## config.mk

```make
export PLATFORM = sky130hd
export DESIGN_NAME = stopwatch_ctrl_seq
export DESIGN_NICKNAME = d
export VERILOG_FILES = /design/src/rtl/stopwatch_ctrl_seq.sv
export SDC_FILE = /design/constraint.sdc
export NUM_CORES = 1
export LEC_CHECK = 0
export ABC_CLOCK_PERIOD_IN_PS = 2790
export CELL_PAD_IN_SITES_DETAIL_PLACEMENT = 1
export CELL_PAD_IN_SITES_GLOBAL_PLACEMENT = 2
export CORE_MARGIN = 5
export CORE_UTILIZATION = 40
export CTS_BUF_LIST = sky130_fd_sc_hd__clkbuf_16
export DETAILED_ROUTE_END_ITERATION = 8
export PLACE_DENSITY = 0.85
export REMOVE_ABC_BUFFERS = 1
export SLEW_MARGIN = 20
export SYNTH_ARGS = -nofsm -noshare
export SYNTH_HDL_FRONTEND = slang
export SYNTH_SLANG_ARGS = --single-unit
```

## constraint.sdc

```tcl
create_clock -name clk -period 2.79 [get_ports clk]
set_input_delay 0.4185 -clock clk [delete_from_list [all_inputs] [get_ports clk]]
set_output_delay 0.4185 -clock clk [all_outputs]
set_load 0.05 [all_outputs]
```

## src/rtl/stopwatch_ctrl_seq.sv

```systemverilog
// stopwatch_ctrl_seq: control sequencer for the 4-digit BCD millisecond stopwatch.
//   - free-running 1 ms tick generator
//   - debouncer per button, each producing a one-cycle press pulse
//   - mode FSM issuing single-cycle cnt_en / cnt_clr strobes to the BCD counter
// Optional feature macro: INC_REPEAT_EN (auto-repeat while inc is held in IDLE/STOP).
module stopwatch_ctrl_seq #(
  parameter int TICK_DIV  = 100000,
  parameter int DEB_TICKS = 20
`ifdef INC_REPEAT_EN
  ,
  parameter int RPT_DELAY = 500,
  parameter int RPT_RATE  = 50
`endif
) (
  input  logic       clk,
  input  logic       rst,
  input  logic       btn_ss,
  input  logic       btn_inc,
  input  logic       btn_clr,
  output logic       tick_1ms,
  output logic       cnt_en,
  output logic       cnt_clr,
  output logic       running,
  output logic [1:0] state
);

  localparam logic [1:0] S_IDLE = 2'd0;
  localparam logic [1:0] S_RUN  = 2'd1;
  localparam logic [1:0] S_STOP = 2'd2;
  localparam logic [1:0] S_STEP = 2'd3;

  localparam int             TW        = $clog2(TICK_DIV);
  localparam logic [TW-1:0]  TICK_LAST = TW'(TICK_DIV - 1);
  localparam logic [7:0]     DEB_LIMIT = 8'(DEB_TICKS);

  logic [TW-1:0] r_tick_cnt;
  logic          r_tick;

  // Tick divider: count 0..TICK_DIV-1, pulse registered one cycle after the last count.
  always_ff @(posedge clk or posedge rst) begin
    if (rst) begin
      r_tick_cnt <= '0;
      r_tick     <= 1'b0;
    end else begin
      r_tick     <= (r_tick_cnt == TICK_LAST);
      r_tick_cnt <= (r_tick_cnt == TICK_LAST) ? '0 : r_tick_cnt + 1'b1;
    end
  end

  logic [2:0] w_btn_raw;
  logic [2:0] w_press;

  // Bit order: 0 = start/stop, 1 = inc, 2 = clear.
  assign w_btn_raw = {btn_clr, btn_inc, btn_ss};

  generate
    for (genvar gi = 0; gi < 3; gi++) begin : g_deb
      logic       r_sync1;
      logic       r_sync2;
      logic       r_stable;
      logic       r_stable_d;
      logic       r_armed;
      logic [7:0] r_cnt;

      // Two-flop synchroniser for the asynchronous button level.
      always_ff @(posedge clk or posedge rst) begin
        if (rst) begin
          r_sync1 <= 1'b0;
          r_sync2 <= 1'b0;
        end else begin
          r_sync1 <= w_btn_raw[gi];
          r_sync2 <= r_sync1;
        end
      end

      // Tick-based debounce; r_armed blocks a press for a button held through reset
      // until it has been seen released at least once.
      always_ff @(posedge clk or posedge rst) begin
        if (rst) begin
          r_stable   <= 1'b0;
          r_stable_d <= 1'b0;
          r_armed    <= 1'b0;
          r_cnt      <= 8'd0;
        end else begin
          r_stable_d <= r_stable;
          if (r_tick) begin
            if (!r_sync2) begin
              r_armed <= 1'b1;
            end
            if (r_sync2 != r_stable) begin
              if (r_cnt + 8'd1 == DEB_LIMIT) begin
                r_stable <= r_sync2;
                r_cnt    <= 8'd0;
              end else begin
                r_cnt <= r_cnt + 8'd1;
              end
            end else begin
              r_cnt <= 8'd0;
            end
          end
        end
      end

      assign w_press[gi] = r_stable & ~r_stable_d & r_armed;
    end
  endgenerate

  logic       w_p_ss;
  logic       w_p_inc;
  logic       w_p_clr;
  logic [1:0] r_state;
  logic [1:0] w_state_next;
  logic       r_cnt_clr;
  logic       w_cnt_clr_next;
  logic       w_rpt_fire;

  assign w_p_ss  = w_press[0];
  assign w_p_inc = w_press[1];
  assign w_p_clr = w_press[2];

`ifdef INC_REPEAT_EN
  localparam logic [15:0] RPT_DELAY_L = 16'(RPT_DELAY);
  localparam logic [15:0] RPT_RATE_L  = 16'(RPT_RATE);

  logic [15:0] r_rpt_cnt;
  logic        r_rpt_phase;
  logic        w_rpt_idle;
  logic        w_rpt_hold;

  // Repeat only counts while sitting in IDLE/STOP; STEP is a one-cycle excursion
  // that belongs to the repeat, so it holds the count instead of clearing it.
  assign w_rpt_idle = (r_state == S_IDLE) || (r_state == S_STOP);
  assign w_rpt_hold = g_deb[1].r_stable && (r_state != S_RUN);
  assign w_rpt_fire = w_rpt_hold && w_rpt_idle && r_tick &&
                      (r_rpt_cnt + 16'd1 == (r_rpt_phase ? RPT_RATE_L : RPT_DELAY_L));

  // Auto-repeat timer: initial delay, then fixed rate until inc is released.
  always_ff @(posedge clk or posedge rst) begin
    if (rst) begin
      r_rpt_cnt   <= 16'd0;
      r_rpt_phase <= 1'b0;
    end else if (!w_rpt_hold) begin
      r_rpt_cnt   <= 16'd0;
      r_rpt_phase <= 1'b0;
    end else if (r_tick && w_rpt_idle) begin
      if (w_rpt_fire) begin
        r_rpt_cnt   <= 16'd0;
        r_rpt_phase <= 1'b1;
      end else begin
        r_rpt_cnt <= r_rpt_cnt + 16'd1;
      end
    end
  end
`else
  assign w_rpt_fire = 1'b0;
`endif

  // Next-state logic; clear beats start/stop beats inc when pulses coincide.
  always_comb begin
    w_state_next   = r_state;
    w_cnt_clr_next = 1'b0;
    case (r_state)
      S_IDLE, S_STOP: begin
        if (w_p_clr) begin
          w_state_next   = S_IDLE;
          w_cnt_clr_next = 1'b1;
        end else if (w_p_ss) begin
          w_state_next = S_RUN;
        end else if (w_p_inc || w_rpt_fire) begin
          w_state_next = S_STEP;
        end
      end
      S_RUN: begin
        if (w_p_ss) begin
          w_state_next = S_STOP;
        end
      end
      S_STEP:  w_state_next = S_STOP;
      default: w_state_next = S_IDLE;
    endcase
  end

  // State and registered clear strobe.
  always_ff @(posedge clk or posedge rst) begin
    if (rst) begin
      r_state   <= S_IDLE;
      r_cnt_clr <= 1'b0;
    end else begin
      r_state   <= w_state_next;
      r_cnt_clr <= w_cnt_clr_next;
    end
  end

  assign tick_1ms = r_tick;
  assign cnt_clr  = r_cnt_clr;
  assign cnt_en   = ((r_state == S_RUN) && r_tick) || (r_state == S_STEP);
  assign running  = (r_state == S_RUN);
  assign state    = r_state;

endmodule
```

==> results of run 1 <==
## report_power, final
| group | switching, W | leakage (nW) | internal [W] |
|---|---|---|---|
| Clock | 0.000380 | 0.135 | 0.000587 |
| Sequential | 0.00000297 | 0.810 | 0.000876 |
| Combinational | 0.0000239 | 0.629 | 0.00000975 |
| Total | 0.000407 | 1.57 | 0.00147 |
## logic make-up after synthesis
family / count (synthesis) / share of synthesized area
flops: 60 / 0.5059
mux: 4 / 0.01518
simple gates: 120 / 0.2049
buf+inv: 18 / 0.02656
compound gates: 64 / 0.1501
xor+xnor: 23 / 0.06787
fa+ha+maj: 7 / 0.02951
## worst max-delay path, stage by stage, from the launching register on
cell      delay (ps)
dfrtp_1          460
ha_1             340
and3_1           240
a311oi_1         270
a211oi_1          90
o31ai_1          480
o21ai_0          160
a21o_1           200
## layer usage
layer | track usage | vias to the layer above | share of wire
met5 | 0 | - | 0
met4 | 0.06754 | 0 | 0.011
met3 | 0.03284 | 6 | 0.018
met2 | 0.2685 | 20 | 0.48
met1 | 0.2102 | 1132 | 0.49
li1 | - | 1103 | -
## state kept, by name, summed over array words and instances, names as in the netlist
| signal | cells |
|---|---|
| g_deb.r_armed | 3 |
| cnt_clr | 1 |
| state | 2 |
| g_deb.r_stable_d | 3 |
| g_deb.r_cnt | 24 |
| tick_1ms | 1 |
| r_tick_cnt | 17 |
| g_deb.r_sync2 | 3 |
| g_deb.r_stable | 3 |
| g_deb.r_sync1 | 3 |
## stage by stage
stage / hold WS (ps) / setup WS, ps
final: 345.3 / 441.8
after global routing: 359.8 / 186.0
after CTS: 347.9 / 439.8
after detailed placement: 336.2 / 501.8
after global placement: 336.4 / 519.1
after floorplan: 331.2 / 397.3
## how the worst max path moves through the flow
stage               cells past startpoint                       endpoint
floorplan                               3  g_deb[1].r_stable$_DFFE_PP0P_
global placement                        7  g_deb[1].r_cnt[0]$_DFFE_PP0P_
detailed placement                      6  g_deb[1].r_stable$_DFFE_PP0P_
CTS                                     7  g_deb[1].r_cnt[2]$_DFFE_PP0P_
global route                            7  g_deb[1].r_cnt[0]$_DFFE_PP0P_
finish                                  7  g_deb[1].r_cnt[2]$_DFFE_PP0P_
## cells in the final DEF (no fill, tap or decap), drive strengths merged, types with 5 or more instances in the layout
master / n
clkbuf: 9
ha: 7
o21ai: 23
xor2: 18
nand3: 17
clkinv: 6
nor3: 7
o31ai: 6
nor2b: 5
and3: 10
nand4: 7
clkdlybuf4s50: 10
o2bb2ai: 5
nand2: 25
dfrtp: 60
xnor2: 5
inv: 11
a31oi: 6
nor2: 30
## area by class of cell
class / instances / share of cell area
repair buffers: 13 / 0.03922
clock inverters: 7 / 0.01017
multi-input cells: 218 / 0.4027
flip-flops and latches: 60 / 0.4357
inverters: 10 / 0.01089
well taps: 99 / 0.03595
clock buffers: 9 / 0.06536
==> results.tsv, run 1 <==
stage	metric	value	unit
timing	final.setup_skew	6.616	ps
global_routing	grt_max_degree	61	
placement	place_inst	400	
hold_path	hold_start	g_deb[0].r_sync1$_DFF_PP0_	
setup_path	worstPathRequired	3000	ps
setup_path	end_kind	flop	
clocking	ctsHoldBuffers	0	
finish	final_area	3446	um^2
finish	num-fill-cells	839	
setup_path	reg2reg_from	g_deb[1].r_cnt[0]$_DFFE_PP0P_	
logic_synthesis	syn_area	2968	um^2
clocking	h-tree-depth	3	
floorplan	die_w	96.14	um
logic_synthesis	synth_commonest_cells	dfrtp_1 (60), nor2_1 (30), nand2_1 (25)	
logic_synthesis	netlist.area_leader.share	0.5059	
global_routing	grt_overflow	0	
floorplan	start_util	0.4092	
clocking	post_cts_buffers	0	
clocking	cts-resized-gates	0	
logic_synthesis	ys_ff_latch	60	
setup_path	crit_arrival	2560	ps
global_routing	antenna_found_initial	0	
hold_path	min_to	g_deb[0].r_sync2$_DFF_PP0_	
timing	post-route-period-util	0.8416	
finish	layout.cells.non_filler	416	
setup_path	cp-start-kind	flop	
setup_path	ff2ff_path_depth	7	
finish	regArea	1501	um^2
finish	multi_input_area	1388	um^2
finish	drive_above_1_share	0.07571	
power_and_ir_drop	p_per_area	545.3	nW/um^2
outcome	status	finished, final reports clean	
timing	hold_viol_final	0	
job	maxCapViolations	0	
finish	final_core_util	0.4751	
logic_synthesis	synth_ff_type	dfrtp_1	
floorplan	num_rows	31	
setup_path	path_class	reg -> reg	
global_routing	groute.usage.overall	0.1638	
logic_synthesis	synth.area.top_cells	dfrtp_1 (51%), xor2_1 (5.3%), o21ai_0 (3.9%)	
timing	max-slew-margin-rel	0.6286	
placement	port_buffers	10	
timing	setup_tns	0	ps
logic_synthesis	async_reset_ff_frac	1.000	
detailed_routing	drt_wl_total	6594	um
timing	setup_violations	0	
floorplan	die_h	96.14	um
logic_synthesis	synth_largest_area_cell	dfrtp_1	
detailed_routing	ant_nets	0	
detailed_routing	routed-via-count	2261	
logic_synthesis	syn_area_per_cell	10.03	um^2
hold_path	hold_path.class	reg -> reg	
hold_path	holdPathStages	0	
power_and_ir_drop	power.total	0.001879	W
setup_path	cp-startpoint	g_deb[1].r_cnt[0]$_DFFE_PP0P_	
placement	gp_congestion	0.8308	
logic_synthesis	ys_types	46	
floorplan	dieArea	9242	um^2
placement	place_area	3186	um^2
floorplan	pin_count	11	
floorplan	core_area	7253	um^2
timing	max_freq	425.9	MHz
timing	tightestPinTransition	552.3	ps
clocking	insertion_delay	320	ps
detailed_routing	drt-initial-drc-count	107	
setup_path	rrSetupSlack	440	ps
clocking	cts_tree	built	
global_routing	grt_pass1_vias	2398	
timing	slew_violations	0	
logic_synthesis	synthMostInstantiatedCell	dfrtp_1	
clocking	path_clk_slew	50	ps
clocking	cts_made_buffers	9	
power_and_ir_drop	irDropWorstVdd	0.2657	mV
detailed_routing	route.detailed.drc	0	
clocking	cts.root.buffer_cell	clkbuf_16	
placement	hpwl	4200	um
clocking	clock-sinks	60	
finish	syn_to_final_growth	16.10	%
logic_synthesis	synth_edf_count	0	
logic_synthesis	yosysSeqAreaShare	0.5059	
power_and_ir_drop	p_leak	1.574	nW
timing	rsz0062_at_grt	false	
finish	layout.nets	324	
detailed_routing	drtPass1Iterations	4	
detailed_routing	wl_per_cell	15.85	um
setup_path	rr_endpoint	g_deb[1].r_cnt[2]$_DFFE_PP0P_	
detailed_routing	routed_via_density	5.435	
logic_synthesis	yosys_warnings	0	
timing	period_minus_slack	2348	ps
logic_synthesis	netlist_instances	296	
setup_path	crit_fanout	9	
finish	num_antenna_cells	0	
clocking	clk_path_buf_depth	2	
global_routing	grt_pass1_wl	11740	um
No activity file was read; power rests on OpenSTA's default activity.
==> inputs of run 2 (changes only) <==
--- a/config.mk
+++ b/config.mk
@@ -5,7 +5,7 @@
 export SDC_FILE = /design/constraint.sdc
 export NUM_CORES = 1
 export LEC_CHECK = 0
-export ABC_CLOCK_PERIOD_IN_PS = 2790
+export ABC_CLOCK_PERIOD_IN_PS = 2350
 export CELL_PAD_IN_SITES_DETAIL_PLACEMENT = 1
 export CELL_PAD_IN_SITES_GLOBAL_PLACEMENT = 2
 export CORE_MARGIN = 5
==> constraint.sdc (replaced) <==
create_clock -name clk -period 2.35 [get_ports clk]
set_input_delay 0.3525 -clock clk [delete_from_list [all_inputs] [get_ports clk]]
set_output_delay 0.3525 -clock clk [all_outputs]
set_load 0.05 [all_outputs]
==> run 2 against run 1 <==
Maximum frequency grew 7.2%; core utilization grew 0.72 points; wire length down 1.7%; sequential power is 18% higher; non-clock buffer count is 7 higher; clock power up 18%; clock-buffer cell count unchanged; cell count grew 1.7%; first-iteration DRC count shrank 47%; worst hold slack gained 1.3 ps; register-to-register slack lost 280 ps; clock skew up 2.3 ps.
==> results.tsv, run 2 (synthesis results as in run 1) <==
stage	metric	value	unit	change
setup_path	worstPathRequired	2550	ps	-450 ps
power_and_ir_drop	p_per_area	635.6	nW/um^2	+17%
timing	hold_viol_final	0		unchanged
detailed_routing	drtPass1Iterations	4		unchanged
finish	largestRegisters	g_deb.r_cnt (24), r_tick_cnt (17)		
global_routing	grt_pass1_vias	2420		+0.92%
global_routing	grt_overflow	0		unchanged
timing	max_freq	456.7	MHz	+7.2%
finish	top_register	g_deb.r_cnt		
floorplan	pin_count	11		unchanged
floorplan	dieArea	9242	um^2	unchanged
setup_path	crit_arrival	2390	ps	-170 ps
clocking	clk_path_buf_depth	2		unchanged
setup_path	end_kind	flop		
timing	rsz0062_at_grt	false		
power_and_ir_drop	p_leak	1.604	nW	+1.9%
power_and_ir_drop	irDropWorstVdd	0.4984	mV	+88%
floorplan	die_w	96.14	um	unchanged
placement	place_area	3233	um^2	+1.5%
placement	gp_congestion	0.7680		-7.6%
power_and_ir_drop	power.total	0.002223	W	+18%
finish	layout_common_cells	dfrtp_1 (60), nor2_1 (30), nand2_1 (25)		
detailed_routing	routed_via_density	5.449		+0.26%
clocking	h-tree-depth	3		unchanged
clocking	path_clk_slew	50	ps	about the same
finish	largest_register_ffs	24		unchanged
detailed_routing	drt-initial-drc-count	57		-47%
placement	hpwl	4503	um	+7.2%
timing	final.setup_skew	8.945	ps	+2.329 ps
clocking	cts.root.buffer_cell	clkbuf_16		
detailed_routing	wl_per_cell	15.32	um	-3.3%
finish	layout.nets	331		+2.2%
timing	tightestPinTransition	558.4	ps	+6.113 ps
finish	final_area	3498	um^2	+1.5%
setup_path	cp-start-kind	flop		
floorplan	die_h	96.14	um	unchanged
detailed_routing	drt_wl_total	6482	um	-1.7%
floorplan	num_rows	31		unchanged
finish	syn_to_final_growth	17.88	%	
finish	drive_above_1_share	0.1019		+0.02614
detailed_routing	routed-via-count	2305		+1.9%
setup_path	crit_fanout	8		-1
timing	setup_violations	0		unchanged
finish	num_antenna_cells	0		unchanged
global_routing	grt_max_degree	25		-59%
outcome	status	finished, final reports clean		
clocking	clock-sinks	60		unchanged
finish	final_common_cell	dfrtp_1		
clocking	insertion_delay	330	ps	about the same
detailed_routing	ant_nets	0		unchanged
clocking	cts_tree	built		
timing	max-slew-margin-rel	0.6250		-0.003603
global_routing	groute.usage.overall	0.1612		-0.002640
job	maxCapViolations	0		unchanged
global_routing	grt_pass1_wl	11430	um	-2.6%
floorplan	core_area	7253	um^2	unchanged
detailed_routing	route.detailed.drc	0		unchanged
timing	post-route-period-util	0.9318		+0.09014
placement	port_buffers	10		unchanged
setup_path	path_class	reg -> reg		
hold_path	hold_path.class	reg -> reg		
global_routing	antenna_found_initial	0		unchanged
clocking	cts_made_buffers	9		unchanged
finish	num-fill-cells	840		+0.12%
timing	period_minus_slack	2190	ps	-158.5 ps
timing	slew_violations	0		unchanged
clocking	post_cts_buffers	0		unchanged
floorplan	start_util	0.4092		unchanged
run 2: cell types whose count changed in the layout (fill, tap and decap cells not counted), moves of 2 or more:
cell / before / now
clkdlybuf4s50_1: 10 / 8
clkinvlp_4: 0 / 2
clkinv_2: 3 / 1
buf_4: 2 / 11
run 2: final cells by class:
| cell class | instances | area, um^2 | share of cell area |
|---|---|---|---|
| multi-input combinational | 218 | 1393 | 0.3981 |
| inverter | 10 | 37.54 | 0.01073 |
| tap | 99 | 123.9 | 0.03541 |
| timing repair buffer | 20 | 182.7 | 0.05222 |
| sequential | 60 | 1501 | 0.4292 |
| clock buffer | 9 | 225.2 | 0.06438 |
| clock inverter | 7 | 35.03 | 0.01001 |
run 2: timing repair:
item                       in CTS  in global routing
hold buffers                    0                  0
setup endpoints to repair       0                  3
gates resized for setup         0                  1
hold endpoints to repair        0                  0
run 2: metrics by stage:
stage	cells	setup TNS [ps]	hold slack (ps)	worst slack, ps	util
after detailed placement	407	0	336.3	148.2	0.4457
after CTS	423	0	347.6	103.2	0.4816
after global routing	423	0	355.2	49.55	0.4823
after floorplan	288	-42.69	331.2	-42.69	-
after global placement	407	0	333.2	217.7	0.4457
final	423	0	346.7	160.3	0.4823
run 2: final timing paths:
kind,startpoint,endpoint,slack (ps),cells past startpoint
setup / recovery,g_deb[1].r_cnt[0]$_DFFE_PP0P_,g_deb[1].r_stable$_DFFE_PP0P_,160,6
hold / removal,g_deb[0].r_sync1$_DFF_PP0_,g_deb[0].r_sync2$_DFF_PP0_,350,0
setup reg to reg,g_deb[1].r_cnt[0]$_DFFE_PP0P_,g_deb[1].r_stable$_DFFE_PP0P_,160,6
hold reg to reg,g_deb[0].r_sync1$_DFF_PP0_,g_deb[0].r_sync2$_DFF_PP0_,350,0
max in group asynchronous,rst,g_deb[2].r_stable$_DFFE_PP0P_,1380,3
min in group asynchronous,rst,r_tick_cnt[1]$_DFF_PP0_,360,2
run 2: worst max-delay path, cell delays in order, from the launching register on:
cell      delay (ps)
dfrtp_1          380
ha_1             290
a21o_1           190
a311oi_2         250
nor3_1           110
or4_1            520
mux2_1           340
run 2: where the power goes:
group / total [W] / internal [W] / switching, W
registers: 0.00104 / 0.00104 / 0.00000345
logic: 0.0000408 / 0.0000126 / 0.0000282
clock network: 0.00114 / 0.000694 / 0.000445
run 2: routing by layer:
layer | global-route usage | up-vias | wire [um]
met5 | 0 | - | 0
met2 | 0.2542 | 25 | 3046
met1 | 0.2033 | 1147 | 3121
met3 | 0.03675 | 11 | 172
li1 | - | 1122 | -
met4 | 0.08886 | 0 | 142
==> patch, RTL diff (flow settings as in run 1) <==
Register the inputs `btn_ss`, `btn_inc` and `btn_clr` before use, with the module's reset. The logic sees them one clock later.
--- a/src/rtl/stopwatch_ctrl_seq.sv
+++ b/src/rtl/stopwatch_ctrl_seq.sv
@@ -33,6 +33,22 @@
   localparam logic [TW-1:0]  TICK_LAST = TW'(TICK_DIV - 1);
   localparam logic [7:0]     DEB_LIMIT = 8'(DEB_TICKS);
 
+  logic btn_ss_q;
+  logic btn_inc_q;
+  logic btn_clr_q;
+
+  always_ff @(posedge clk or posedge rst) begin
+    if (rst) begin
+      btn_ss_q  <= '0;
+      btn_inc_q <= '0;
+      btn_clr_q <= '0;
+    end else begin
+      btn_ss_q  <= btn_ss;
+      btn_inc_q <= btn_inc;
+      btn_clr_q <= btn_clr;
+    end
+  end
+
   logic [TW-1:0] r_tick_cnt;
   logic          r_tick;
 
@@ -51,7 +67,7 @@
   logic [2:0] w_press;
 
   // Bit order: 0 = start/stop, 1 = inc, 2 = clear.
-  assign w_btn_raw = {btn_clr, btn_inc, btn_ss};
+  assign w_btn_raw = {btn_clr_q, btn_inc_q, btn_ss_q};
 
   generate
     for (genvar gi = 0; gi < 3; gi++) begin : g_deb
Formal check against the unedited RTL: no difference found for any inputs over 10 cycles, from zero or initial values and one cycle with rst high; that may be too few to reach the edited logic, so the function may still have changed.
==> patch against run 1 <==
  * Cell area increased by 5.2%
  * Total power is 13% higher
  * Maximum frequency fell by 1.2%
  * Worst hold slack better by 0.0015 ns
  * Sequential cell count increased by 3
  * Area after synthesis is 3.2% higher
  * Worst setup slack got worse by 0.029 ns
  * Wire length is 5.8% higher
  * Die area is 2.9% higher
  * Core utilization is 0.12 points higher
  * Clock skew down 0.0011 ns
  * Highest routed layer unchanged
==> patch: results <==
{
  "finClkSkew_ns": 0.00554,
  "synth_xor_area_frac": 0.0600,
  "leakage_nw": 1.58,
  "tightestPinTransition_ns": 0.665,
  "ys_top_cells_by_area": "dfrtp_1, nor2_1, o21ai_0, nand2_1, xor2_1",
  "post_cts_buffers": 0,
  "grt_max_degree": 32,
  "place_congestion": 0.817,
  "vias": 2344,
  "dpl.hpwl_um": 4810,
  "synth_compound_area_frac": 0.160,
  "regToRegEndpoint": "g_deb[2].r_stable",
  "finalCriticalPeriod_ns": 2.38,
  "track_usage": 0.160,
  "synthAdderAreaFrac": 0.0286,
  "synth_commonest_cells": "dfrtp_1, nor2_1, nand2_1",
  "synth_cell_types": 45,
  "status": "complete, no violations",
  "post_drt_wl_per_cell_um": 16.3,
  "synth.area.mux_share": 0.0143,
  "maxSlewHeadroom": 0.556,
  "drt_iter0_drc": 80,
  "worstSetupStartpoint": "g_deb[2].r_cnt[0]",
  "htree_levels": 3,
  "final_nets": 334,
  "placed_cell_area_um2": 3310,
  "drive_above_1_share": 0.0703,
  "peakVddDrop_mv": 0.292,
  "grt_pass1_wl_um": 12400,
  "r2r_slack_ns": 0.41,
  "synth-seq-area-share": 0.514,
  "crit_end": "g_deb[2].r_stable",
  "grt_pass1_vias": 2544,
  "critPathArrivalTime_ns": 2.58,
  "reg2reg_depth": 6,
  "viasPerCell": 5.46
}
## patch: cell types whose count changed in the layout (fill, tap and decap cells not counted), moves of 3 or more
cell,before,now
xor2_1,18,11
xnor2_1,5,10
o211ai_1,0,4
a21oi_1,1,4
dfrtp_1,60,63
mux2_2,3,0
nand3_1,17,14
o21ai_0,23,20
or3_1,3,0
## patch: cell type report
class | instances | area, um2
repair buffers | 15 | 150
flip-flops and latches | 63 | 1580
clock buffers | 9 | 225
multi-input cells | 223 | 1420
well taps | 102 | 128
inverters | 10 | 37.5
fillers | 877 | 3980
clock inverters | 7 | 88.8
## patch: routing by layer
layer  vias to the layer above  global-route usage  share of wire
met5                         -                   0              0
met4                         0              0.0852          0.029
met3                        21              0.0230          0.023
met2                        32               0.262           0.47
met1                      1144               0.205           0.47
li1                       1147                   -              -
## patch: logic make-up (layout without fill, tap and decap cells)
logic type	after synthesis	in the layout
AO/OA/AOI/OAI	70	70
XOR/XNOR	21	21
adder cells (fa/ha/maj)	7	7
buffers and inverters	18	41
flip-flops	63	63
multiplexers	4	4
AND/OR/NAND/NOR	121	121
## patch: power by group
part / switching (W) / internal [W]
Sequential: 0.00000352 / 0.000921
Clock: 0.000399 / 0.000774
Combinational: 0.0000212 / 0.0000104
## patch: metrics by stage
step           total power [W]  hold slack, ns
6_report               0.00213           0.347
5_1_grt                0.00221           0.357
4_1_cts                0.00216           0.348
3_5_place_dp          0.000975           0.336
3_3_place_gp          0.000974           0.335
2_1_floorplan         0.000955           0.331
## patch: worst min path at each step
stage	from	to	slack (ns)	cells past startpoint
2_1_floorplan	btn_ss_q	g_deb[0].r_sync1	0.33	0
3_3_place_gp	g_deb[2].r_sync1	g_deb[2].r_sync2	0.33	0
3_5_place_dp	btn_clr_q	g_deb[2].r_sync1	0.34	0
4_1_cts	btn_clr_q	g_deb[2].r_sync1	0.35	0
5_1_grt	btn_inc_q	g_deb[1].r_sync1	0.36	0
6_report	btn_clr_q	g_deb[2].r_sync1	0.35	0
## patch: critical path, cell delays in order (launching register included)
cell and delay, ns:
dfrtp_1 0.50, ha_1 0.35, nand3_1 0.22, a2111oi_1 0.56, a211oi_2 0.14, nor3_2 0.15, mux2_1 0.33
